--- src/rtl/uart_pkg.sv ---
// uart_pkg: receive-path state encoding and parameter legality checks.
// Optional feature macro: UART_RX_PARITY_EN (adds the PARITY state).
package uart_pkg;

`ifdef UART_RX_PARITY_EN
   typedef enum logic [2:0] {
      IDLE   = 3'd0,
      START  = 3'd1,
      DATA   = 3'd2,
      PARITY = 3'd3,
      STOP   = 3'd4
   } uart_rx_state_t;
`else
   typedef enum logic [2:0] {
      IDLE  = 3'd0,
      START = 3'd1,
      DATA  = 3'd2,
      STOP  = 3'd4
   } uart_rx_state_t;
`endif

   localparam int MIN_DIV = 4;

   function automatic bit data_bits_ok(input int n);
      return (n >= 5) && (n <= 9);
   endfunction

   function automatic bit stop_bits_ok(input int n);
      return (n == 1) || (n == 2);
   endfunction

endpackage

--- src/rtl/uart_rx_frame_if.sv ---
// uart_rx_frame_if: control/strobe bundle between a frame FSM and its
// bit-period counter (master = FSM side, slave = counter side).
interface uart_rx_frame_if;
   import uart_pkg::*;

   logic run;
   logic load_half;
   logic load_full;
   logic tick;

   modport master (
      output run,
      output load_half,
      output load_full,
      input  tick
   );

   modport slave (
      input  run,
      input  load_half,
      input  load_full,
      output tick
   );

endinterface

--- src/rtl/uart_baud_cnt.sv ---
// uart_baud_cnt: bit-period counter; a half period after load_half,
// then one tick every DIV cycles while run is high.
module uart_baud_cnt
   import uart_pkg::*;
#(
   parameter int DIV  = 86,
   parameter int HALF = 43
) (
   input  logic iCLK,
   input  logic iRESETn,
   uart_rx_frame_if.slave bus
);

   localparam int CW = $clog2(DIV);
   localparam logic [CW-1:0] LIM_FULL = CW'(DIV - 1);
   localparam logic [CW-1:0] LIM_HALF = CW'(HALF - 1);

   logic [CW-1:0] cnt_q, cnt_d;
   logic          half_q, half_d;
   logic          hit;

   assign hit      = bus.run && (cnt_q == (half_q ? LIM_HALF : LIM_FULL));
   assign bus.tick = hit;

   // Next count: loads win, a tick wraps to a full period, else count.
   always_comb begin
      cnt_d  = cnt_q;
      half_d = half_q;
      if (bus.load_half) begin
         cnt_d  = '0;
         half_d = 1'b1;
      end else if (bus.load_full) begin
         cnt_d  = '0;
         half_d = 1'b0;
      end else if (hit) begin
         cnt_d  = '0;
         half_d = 1'b0;
      end else if (bus.run) begin
         cnt_d  = cnt_q + 1'b1;
      end
   end

   // Counter state register.
   always_ff @(posedge iCLK or negedge iRESETn) begin
      if (!iRESETn) begin
         cnt_q  <= '0;
         half_q <= 1'b1;
      end else begin
         cnt_q  <= cnt_d;
         half_q <= half_d;
      end
   end

endmodule

--- src/rtl/uart_rx_frame.sv ---
// uart_rx_frame: UART receiver with start validation and error strobes.
// Optional feature macro: UART_RX_PARITY_EN (parity bit and oPARITY_ERR).
module uart_rx_frame
   import uart_pkg::*;
#(
   parameter int CLOCK_FREQ = 10_000_000,
   parameter int BAUD_RATE  = 115_200,
   parameter int DATA_BITS  = 8,
   parameter int STOP_BITS  = 1
) (
   input  logic                 iCLK,
   input  logic                 iRESETn,
   input  logic                 iUART_RX,
   input  logic                 iPARITY_ODD,
   output logic [DATA_BITS-1:0] oRX_DATA,
   output logic                 oRX_VALID,
   output logic                 oFRAME_ERR,
   output logic                 oPARITY_ERR,
   output logic                 oRX_BUSY,
   output logic                 oRX_TICK
);

   localparam int DIV  = CLOCK_FREQ / BAUD_RATE;
   localparam int HALF = DIV / 2;
   localparam int IW   = $clog2(DATA_BITS);
   localparam logic [IW-1:0] IDX_LAST  = IW'(DATA_BITS - 1);
   localparam logic          STOP_LAST = (STOP_BITS == 2);

   if (DIV < MIN_DIV) begin : g_bad_div
      $error("uart_rx_frame: CLOCK_FREQ/BAUD_RATE must be >= 4");
   end
   if (!data_bits_ok(DATA_BITS)) begin : g_bad_db
      $error("uart_rx_frame: DATA_BITS must be 5..9");
   end
   if (!stop_bits_ok(STOP_BITS)) begin : g_bad_sb
      $error("uart_rx_frame: STOP_BITS must be 1 or 2");
   end

   uart_rx_state_t       state_q, state_d;
   logic [1:0]           sync_q;
   logic                 prev_q;
   logic [DATA_BITS-1:0] shreg_q, shreg_d;
   logic [DATA_BITS-1:0] data_q, data_d;
   logic [IW-1:0]        idx_q, idx_d;
   logic                 stop_idx_q, stop_idx_d;
   logic                 stop_bad_q, stop_bad_d;
   logic                 valid_q, valid_d;
   logic                 ferr_q, ferr_d;
   logic                 rx_s;
   logic                 start_edge;
   logic                 stop_bad;
`ifdef UART_RX_PARITY_EN
   logic                 perr_q, perr_d;
   logic                 perr_o_q, perr_o_d;
`else
   logic                 unused_parity_odd;
   assign unused_parity_odd = iPARITY_ODD;
`endif

   uart_rx_frame_if bif ();

   uart_baud_cnt #(
      .DIV  (DIV),
      .HALF (HALF)
   ) u_baud (
      .iCLK    (iCLK),
      .iRESETn (iRESETn),
      .bus     (bif.slave)
   );

   assign rx_s       = sync_q[1];
   assign start_edge = prev_q & ~rx_s;
   assign stop_bad   = stop_bad_q | ~rx_s;

   // Two-flop synchroniser plus the previous value for edge detection.
   always_ff @(posedge iCLK or negedge iRESETn) begin
      if (!iRESETn) begin
         sync_q <= 2'b11;
         prev_q <= 1'b1;
      end else begin
         sync_q <= {sync_q[0], iUART_RX};
         prev_q <= sync_q[1];
      end
   end

   // Frame FSM: next state, counter control, shift and strobes.
   always_comb begin
      state_d       = state_q;
      shreg_d       = shreg_q;
      data_d        = data_q;
      idx_d         = idx_q;
      stop_idx_d    = stop_idx_q;
      stop_bad_d    = stop_bad_q;
      valid_d       = 1'b0;
      ferr_d        = 1'b0;
      bif.run       = (state_q != IDLE);
      bif.load_half = 1'b0;
      bif.load_full = 1'b0;
`ifdef UART_RX_PARITY_EN
      perr_d        = perr_q;
      perr_o_d      = 1'b0;
`endif
      unique case (state_q)
         IDLE: begin
            if (start_edge) begin
               state_d       = START;
               bif.load_half = 1'b1;
               idx_d         = '0;
               stop_idx_d    = 1'b0;
               stop_bad_d    = 1'b0;
`ifdef UART_RX_PARITY_EN
               perr_d        = 1'b0;
`endif
            end
         end
         START: begin
            if (bif.tick) begin
               if (rx_s) begin
                  state_d = IDLE;
               end else begin
                  state_d       = DATA;
                  idx_d         = '0;
                  bif.load_full = 1'b1;
               end
            end
         end
         DATA: begin
            if (bif.tick) begin
               shreg_d = {rx_s, shreg_q[DATA_BITS-1:1]};
               if (idx_q == IDX_LAST) begin
`ifdef UART_RX_PARITY_EN
                  state_d = PARITY;
`else
                  state_d = STOP;
`endif
               end else begin
                  idx_d = idx_q + 1'b1;
               end
            end
         end
`ifdef UART_RX_PARITY_EN
         PARITY: begin
            if (bif.tick) begin
               perr_d  = ((^shreg_q) ^ rx_s) != iPARITY_ODD;
               state_d = STOP;
            end
         end
`endif
         STOP: begin
            if (bif.tick) begin
               if (stop_idx_q == STOP_LAST) begin
                  state_d = IDLE;
                  if (stop_bad) begin
                     ferr_d = 1'b1;
                  end else begin
                     valid_d  = 1'b1;
                     data_d   = shreg_q;
`ifdef UART_RX_PARITY_EN
                     perr_o_d = perr_q;
`endif
                  end
               end else begin
                  stop_idx_d = 1'b1;
                  stop_bad_d = stop_bad;
               end
            end
         end
         default: state_d = IDLE;
      endcase
   end

   // Frame state, datapath and registered strobes.
   always_ff @(posedge iCLK or negedge iRESETn) begin
      if (!iRESETn) begin
         state_q    <= IDLE;
         shreg_q    <= '0;
         data_q     <= '0;
         idx_q      <= '0;
         stop_idx_q <= 1'b0;
         stop_bad_q <= 1'b0;
         valid_q    <= 1'b0;
         ferr_q     <= 1'b0;
      end else begin
         state_q    <= state_d;
         shreg_q    <= shreg_d;
         data_q     <= data_d;
         idx_q      <= idx_d;
         stop_idx_q <= stop_idx_d;
         stop_bad_q <= stop_bad_d;
         valid_q    <= valid_d;
         ferr_q     <= ferr_d;
      end
   end

`ifdef UART_RX_PARITY_EN
   // Latched parity result and its output strobe.
   always_ff @(posedge iCLK or negedge iRESETn) begin
      if (!iRESETn) begin
         perr_q   <= 1'b0;
         perr_o_q <= 1'b0;
      end else begin
         perr_q   <= perr_d;
         perr_o_q <= perr_o_d;
      end
   end
   assign oPARITY_ERR = perr_o_q;
`else
   assign oPARITY_ERR = 1'b0;
`endif

   assign oRX_DATA   = data_q;
   assign oRX_VALID  = valid_q;
   assign oFRAME_ERR = ferr_q;
   assign oRX_BUSY   = (state_q != IDLE);
   assign oRX_TICK   = bif.tick;

endmodule

--- config.mk ---
export PLATFORM = sky130hd
export DESIGN_NAME = uart_rx_frame
export DESIGN_NICKNAME = d
export VERILOG_FILES = /design/src/rtl/uart_pkg.sv /design/src/rtl/uart_rx_frame_if.sv /design/src/rtl/uart_baud_cnt.sv /design/src/rtl/uart_rx_frame.sv
export SDC_FILE = /design/constraint.sdc
export NUM_CORES = 1
export LEC_CHECK = 0
export ABC_AREA = 1
export CORE_ASPECT_RATIO = 0.9
export CORE_MARGIN = 8
export CORE_UTILIZATION = 25
export CTS_BUF_LIST = sky130_fd_sc_hd__clkbuf_8
export CTS_CLUSTER_SIZE = 28
export DETAILED_ROUTE_END_ITERATION = 7
export PLACE_DENSITY = 0.44
export SLEW_MARGIN = 10
export SYNTH_ARGS = -nofsm -noshare
export SYNTH_HDL_FRONTEND = slang
export SYNTH_SLANG_ARGS = --single-unit
--- constraint.sdc ---
create_clock -name iCLK -period 1.6 [get_ports iCLK]
set_input_delay 0.32 -clock iCLK [delete_from_list [all_inputs] [get_ports iCLK]]
set_output_delay 0.32 -clock iCLK [all_outputs]
set_load 0.01 [all_outputs]
==> out/metrics.yaml, run 1 <==
drcViolationCount: 0
worstPathRequired_ps: 1280
die_h_um: 93.1
cp-endpoint: "oRX_TICK"
synth_compound_area_share_pct: 11.3
die_w_um: 102
drv_slew: 0
worst_hold_slack_ps: 66.1
drt-wirelength-per-cell_um: 11.4
grt_pass1_vias: 1385
cp.arrival_ps: 1360
grt_setup_unrepaired: "true"
cts_tree: "done"
nets: 247
period_share_pct: 105
clk_latency_ps: 300
rows: 28
ios: 17
numCtsBuffers: 5
grt_use_met1_pct: 10.1
drt_wl_total_mm: 3.76
status: "finished, violations left"
postRouteAntennaNets: 0
r2r-end: "oRX_DATA[3]$_DFFE_PN0P_"
ys.warnings.count: 0
via_count: 1357
crit_fanout: 2
synth_async_sr_flop_share_pct: 100
netlist_instances: 183
drtPass1Iterations: 4
synth_area_sq_um: 1650
violations: "setup timing"
grt_pass1_wl_mm: 6.49
cts_num_sinks: 36
io_buffers: 14
hold_viol_final: 0
synth.distinct_cells: 28
grt_overflow_total: 0
die-area_sq_um: 9460
synthFlopType: "dfrtp_1"
critPathCaptureType: "output port"
fmax_ghz: 0.595
yosys.area_share.simple_pct: 22.0
drive_gt1_share_pct: 41.1
final_cell_mix: "nand2_1, buf_4, dfrtp_1"
power.leakage_uw: 0.00113
syn-num-nets: 190
grt_antenna_before_repair: 0
p_int_uw: 2020
grt_max_degree: 37
p_comb_share_pct: 38.5
syn2layout_area_growth_pct: 46.2
criticalPathCategory: "flop to output port"
p_switching_uw: 1100
routabilityCongestion: 0.732
worst_ir_drop_vdd_v: 0.000415
htree_num_levels: 2
viasPerCell: 4.10
antenna_cells: 0
dp_slack_ps: -192
start_util_pct: 25.5
avgSynthCellArea_sq_um: 9.02
crit_start: "u_baud.half_q$_DFFE_PN1P_"
synthXorXnorAreaFrac_pct: 1.59
fillers: 665
holdCritPathClass: "input pin to asynchronous set/reset pin"
root_buffer: "clkbuf_8"
synth_top_family_by_area: "simple AND/OR/NAND/NOR gates"
dp_hpwl_mm: 2.47
grt_use_met2_pct: 14.7
track_usage_pct: 8.78
coreArea_sq_um: 6480
rr_startpoint: "u_baud.half_q$_DFFE_PN1P_"
ys_seq_area_share_pct: 54.9
ff2ff_setup_slack_ps: 60
p_clk_share_pct: 26.5
skew_ps: 9.45
path_clk_slew_ps: 90
crit_path_start_kind: "flop"
ys_seq_elements: 36
period_needed_ps: 1680
reg2reg_depth: 10
final_core_util_pct: 37.2
synth_edf_count: 0
muxShareOfSynthArea_pct: 0
setup_viol: 1
powerDensity_nw_per_um2: 1290
grtUsageMet3_pct: 2.38
sequentialPowerShare_pct: 35.1
yosys.area_share.adder_pct: 2.27
cap_violations: 0
busiest_layer: "met2"
clockBufferDepth: 2
drt_iter0_drc: 25
final_common_cell: "nand2_1"
switching_share_pct: 35.4
setup_slack_ps: -79.7
worst max-delay path: stages (launching register included):
cell and delay [ps]:
dfstp_2 550, inv_2 40, nand2_1 50, nor2_1 40, nand2_1 90, nand2_2 90
nand2_4 90, inv_4 30, buf_6 110
logic make-up after synthesis:
| logic type | count (synthesis) |
|---|---|
| simple gates | 80 |
| flops | 36 |
| compound gates | 30 |
| buf+inv | 30 |
| xor+xnor | 3 |
| fa+ha+maj | 3 |
| other cells | 1 |
area by class of cell:
cell class                 instances  area, sq um  area share [%]
multi-input combinational        118          728            30.2
sequential                        36          906            37.6
inverter                          27          104            4.31
clock inverter                     3         42.5            1.76
timing repair buffer              52          450            18.7
tap                               90          113            4.67
clock buffer                       5         68.8            2.85
repair_timing:
action	CTS	global route
pin swaps	7	8
resized for setup	16	23
cloned	1	1
buffers inserted	9	3
setup endpoints to repair	8	26
hold buffers	0	0
synthesized netlist by cell type (2+ instances only):
| master | n | area share, % |
|---|---|---|
| nand2_1 | 50 | 11 |
| dfrtp_1 | 32 | 49 |
| inv_1 | 21 | 4.8 |
| nor2_1 | 12 | 2.7 |
| o21ai_1 | 12 | 3.6 |
| o21ai_2 | 7 | 3.7 |
| inv_2 | 5 | 1.1 |
| nand2_2 | 5 | 1.9 |
| nand3_1 | 5 | 1.5 |
| o22ai_1 | 5 | 1.9 |
| dfstp_2 | 4 | 6.4 |
| o21ai_0 | 4 | 1.2 |
| ha_1 | 3 | 2.3 |
| xor2_1 | 3 | 1.6 |
| nand4_1 | 2 | 0.76 |
how the worst min path moves through the flow:
| stage | from | endpoint | slack (ps) | cells past startpoint |
|---|---|---|---|---|
| 2_1_floorplan | iRESETn | idx_q[0]$_DFFE_PN0P_ | 20 | 0 |
| 3_3_place_gp | sync_q[0]$_DFF_PN1_ | sync_q[1]$_DFF_PN1_ | 350 | 0 |
| 3_5_place_dp | sync_q[0]$_DFF_PN1_ | sync_q[1]$_DFF_PN1_ | 350 | 0 |
| 4_1_cts | iRESETn | idx_q[2]$_DFFE_PN0P_ | 80 | 2 |
| 5_1_grt | iRESETn | idx_q[2]$_DFFE_PN0P_ | 110 | 2 |
| 6_report | iRESETn | idx_q[2]$_DFFE_PN0P_ | 70 | 2 |
flip-flops by register name, indices dropped and copies added, names as in the netlist:
| signal | flops |
|---|---|
| stop_bad_q | 1 |
| prev_q | 1 |
| u_baud.half_q | 1 |
| state_q | 3 |
| oRX_DATA | 8 |
| oRX_VALID | 1 |
| oFRAME_ERR | 1 |
| u_baud.cnt_q | 7 |
| sync_q | 2 |
| idx_q | 3 |
| shreg_q | 8 |
layer usage:
| layer | up-vias | part of all wire [%] |
|---|---|---|
| li1 | 700 | - |
| met1 | 635 | 47 |
| met2 | 15 | 48 |
| met3 | 7 | 2.9 |
| met4 | 0 | 2.1 |
| met5 | - | 0 |
power by group through the flow:
stage	clock network, uW	logic [uW]	registers [uW]
final	826	1200	1090
after global placement	0	1020	1110
after floorplan	0	539	1120
after CTS	845	1140	1090
after global routing	878	1340	1110
after detailed placement	0	1030	1110
through the flow:
stage	total power (uW)	cell area (sq um)	std cells	TNS, ps
after detailed placement	2140	2100	312	-192
after global routing	3330	2410	331	-356
after global placement	2130	2100	312	-187
after floorplan	1660	1650	183	0
after CTS	3070	2310	329	-88.3
final	3120	2410	331	-79.7
Power figures use the tool's default switching activity.
==> run 2: changes to the inputs <==
MAX_ROUTING_LAYER = met4   (was default)
==> run 2 against run 1 <==
  * The flow still finishes with violations (setup timing)
  * Final cell count stayed put
  * Clock power about the same
  * Clock skew stayed put
  * Critical endpoint unchanged
  * Sequential cell count unchanged
  * Global-route usage rose by 0.26 points
  * Critical path type unchanged
  * Sequential share of layout area stayed put
  * Via count shrank 0.15%
==> out/metrics.yaml, run 2 (synthesis gave the netlist of run 1 again) <==
final_cell_mix: "nand2_1, buf_4, dfrtp_1"
criticalPathCategory: "flop to output port"
final_core_util_pct: 37.2  # unchanged
clockBufferDepth: 2  # unchanged
crit_path_start_kind: "flop"
clk_latency_ps: 300  # about the same
rows: 28  # unchanged
die_w_um: 102  # unchanged
setup_slack_ps: -79.7  # unchanged
final_common_cell: "nand2_1"
max_stage_delay_ps: 550  # about the same
crit_fanout: 2  # unchanged
cts_tree: "done"
drcViolationCount: 0  # unchanged
track_usage_pct: 9.04  # +0.26 points
coreArea_sq_um: 6480  # unchanged
period_share_pct: 105  # unchanged
grt_setup_unrepaired: "true"
power.leakage_uw: 0.00113  # unchanged
drt-wirelength-per-cell_um: 11.4  # unchanged
numCtsBuffers: 5  # unchanged
postRouteAntennaNets: 0  # unchanged
worst_ir_drop_vdd_v: 0.000415  # about the same
grt_antenna_before_repair: 0  # unchanged
drtPass1Iterations: 4  # unchanged
fmax_ghz: 0.595  # unchanged
start_util_pct: 25.5  # unchanged
violations: "setup timing"
via_count: 1355  # -0.15%
grt_pass1_wl_mm: 6.49  # unchanged
holdCritPathClass: "input pin to asynchronous set/reset pin"
grt_max_degree: 37  # unchanged
critPathCaptureType: "output port"
drt_iter0_drc: 38  # +52%
hold_viol_final: 0  # unchanged
drv_slew: 0  # unchanged
nets: 247  # unchanged
path_cells: "inv_2 > nand2_1 > nor2_1 > nand2_1 > nand2_2 > nand2_4 > inv_4 > buf_6"
cap_violations: 0  # unchanged
root_buffer: "clkbuf_8"
setup_viol: 1  # unchanged
placed_area_sq_um: 2100  # unchanged
viasPerCell: 4.09  # -0.15%
dp_hpwl_mm: 2.47  # unchanged
cp.arrival_ps: 1360  # about the same
period_needed_ps: 1680  # unchanged
io_buffers: 14  # unchanged
drive_gt1_share_pct: 41.1  # unchanged
final_area_sq_um: 2410  # unchanged
antenna_cells: 0  # unchanged
cts_num_sinks: 36  # unchanged
skew_ps: 9.45  # unchanged
grt_pass1_vias: 1385  # unchanged
routabilityCongestion: 0.741  # +1.2%
die_h_um: 93.1  # unchanged
die-area_sq_um: 9460  # unchanged
syn2layout_area_growth_pct: 46.2  # unchanged
powerDensity_nw_per_um2: 1290  # about the same
drt_wl_total_mm: 3.76  # unchanged
status: "finished, violations left"
htree_num_levels: 2  # unchanged
grt_overflow_total: 0  # unchanged
path_clk_slew_ps: 90  # about the same
path_delay_family: "flip-flops"
worstPathRequired_ps: 1280  # about the same
path_common_cell: "nand2_1"
crit_buf_inv: 3  # unchanged
ios: 17  # unchanged
slowest_stage: "dfstp_2"
==> run 2: path summary, 6_finish.rpt <==
kind                                      startpoint                      end  slack (ps)  depth (start not counted)
setup reg to reg           u_baud.half_q$_DFFE_PN1P_  oRX_DATA[3]$_DFFE_PN0P_          60                         10
hold reg to reg                  sync_q[0]$_DFF_PN1_      sync_q[1]$_DFF_PN1_         360                          0
setup / recovery           u_baud.half_q$_DFFE_PN1P_                 oRX_TICK         -80                          8
hold / removal                               iRESETn     idx_q[2]$_DFFE_PN0P_          70                          2
min in group iCLK                sync_q[0]$_DFF_PN1_      sync_q[1]$_DFF_PN1_         360                          0
max in group asynchronous                    iRESETn         prev_q$_DFF_PN1_        1170                          2
==> run 2: metal layers <==
metal | vias up | track usage, % | share of wire, %
met4 | 0 | 4.46 | 2.1
li1 | 700 | - | -
met3 | 7 | 2.38 | 2.9
met5 | - | - | 0
met2 | 15 | 14.7 | 48
met1 | 633 | 10.1 | 47
==> run 2: layout make-up <==
class / count / area (sq um)
inverters: 27 / 104
repair buffers: 52 / 450
multi-input cells: 118 / 728
flip-flops and latches: 36 / 906
fillers: 665 / 4070
clock buffers: 5 / 68.8
clock inverters: 3 / 42.5
well taps: 90 / 113
==> run 2: timing repair <==
| action | in CTS | in global routing |
|---|---|---|
| gates cloned | 1 | 1 |
| buffers inserted | 9 | 3 |
| setup endpoints to repair | 8 | 26 |
| pin swaps | 7 | 8 |
| resized for setup | 16 | 23 |
| hold buffers | 0 | 0 |
==> run 2: through the flow <==
stage | TNS [ps] | hold slack [ps] | total power [uW] | std cells | setup WS (ps)
floorplan | 0 | 24.4 | 1660 | 183 | 168
global placement | -187 | 347 | 2130 | 312 | -187
detailed placement | -192 | 348 | 2140 | 312 | -192
CTS | -88.3 | 84.4 | 3070 | 329 | -88.3
global route | -356 | 109 | 3330 | 331 | -141
finish | -79.7 | 66.1 | 3120 | 331 | -79.7
==> run 2: where the power goes <==
| group | leakage, uW | internal [uW] | total [uW] | switching, uW |
|---|---|---|---|---|
| Clock | 0.0000541 | 462 | 826 | 364 |
| Combinational | 0.000597 | 538 | 1200 | 663 |
| Sequential | 0.000481 | 1020 | 1090 | 77.4 |
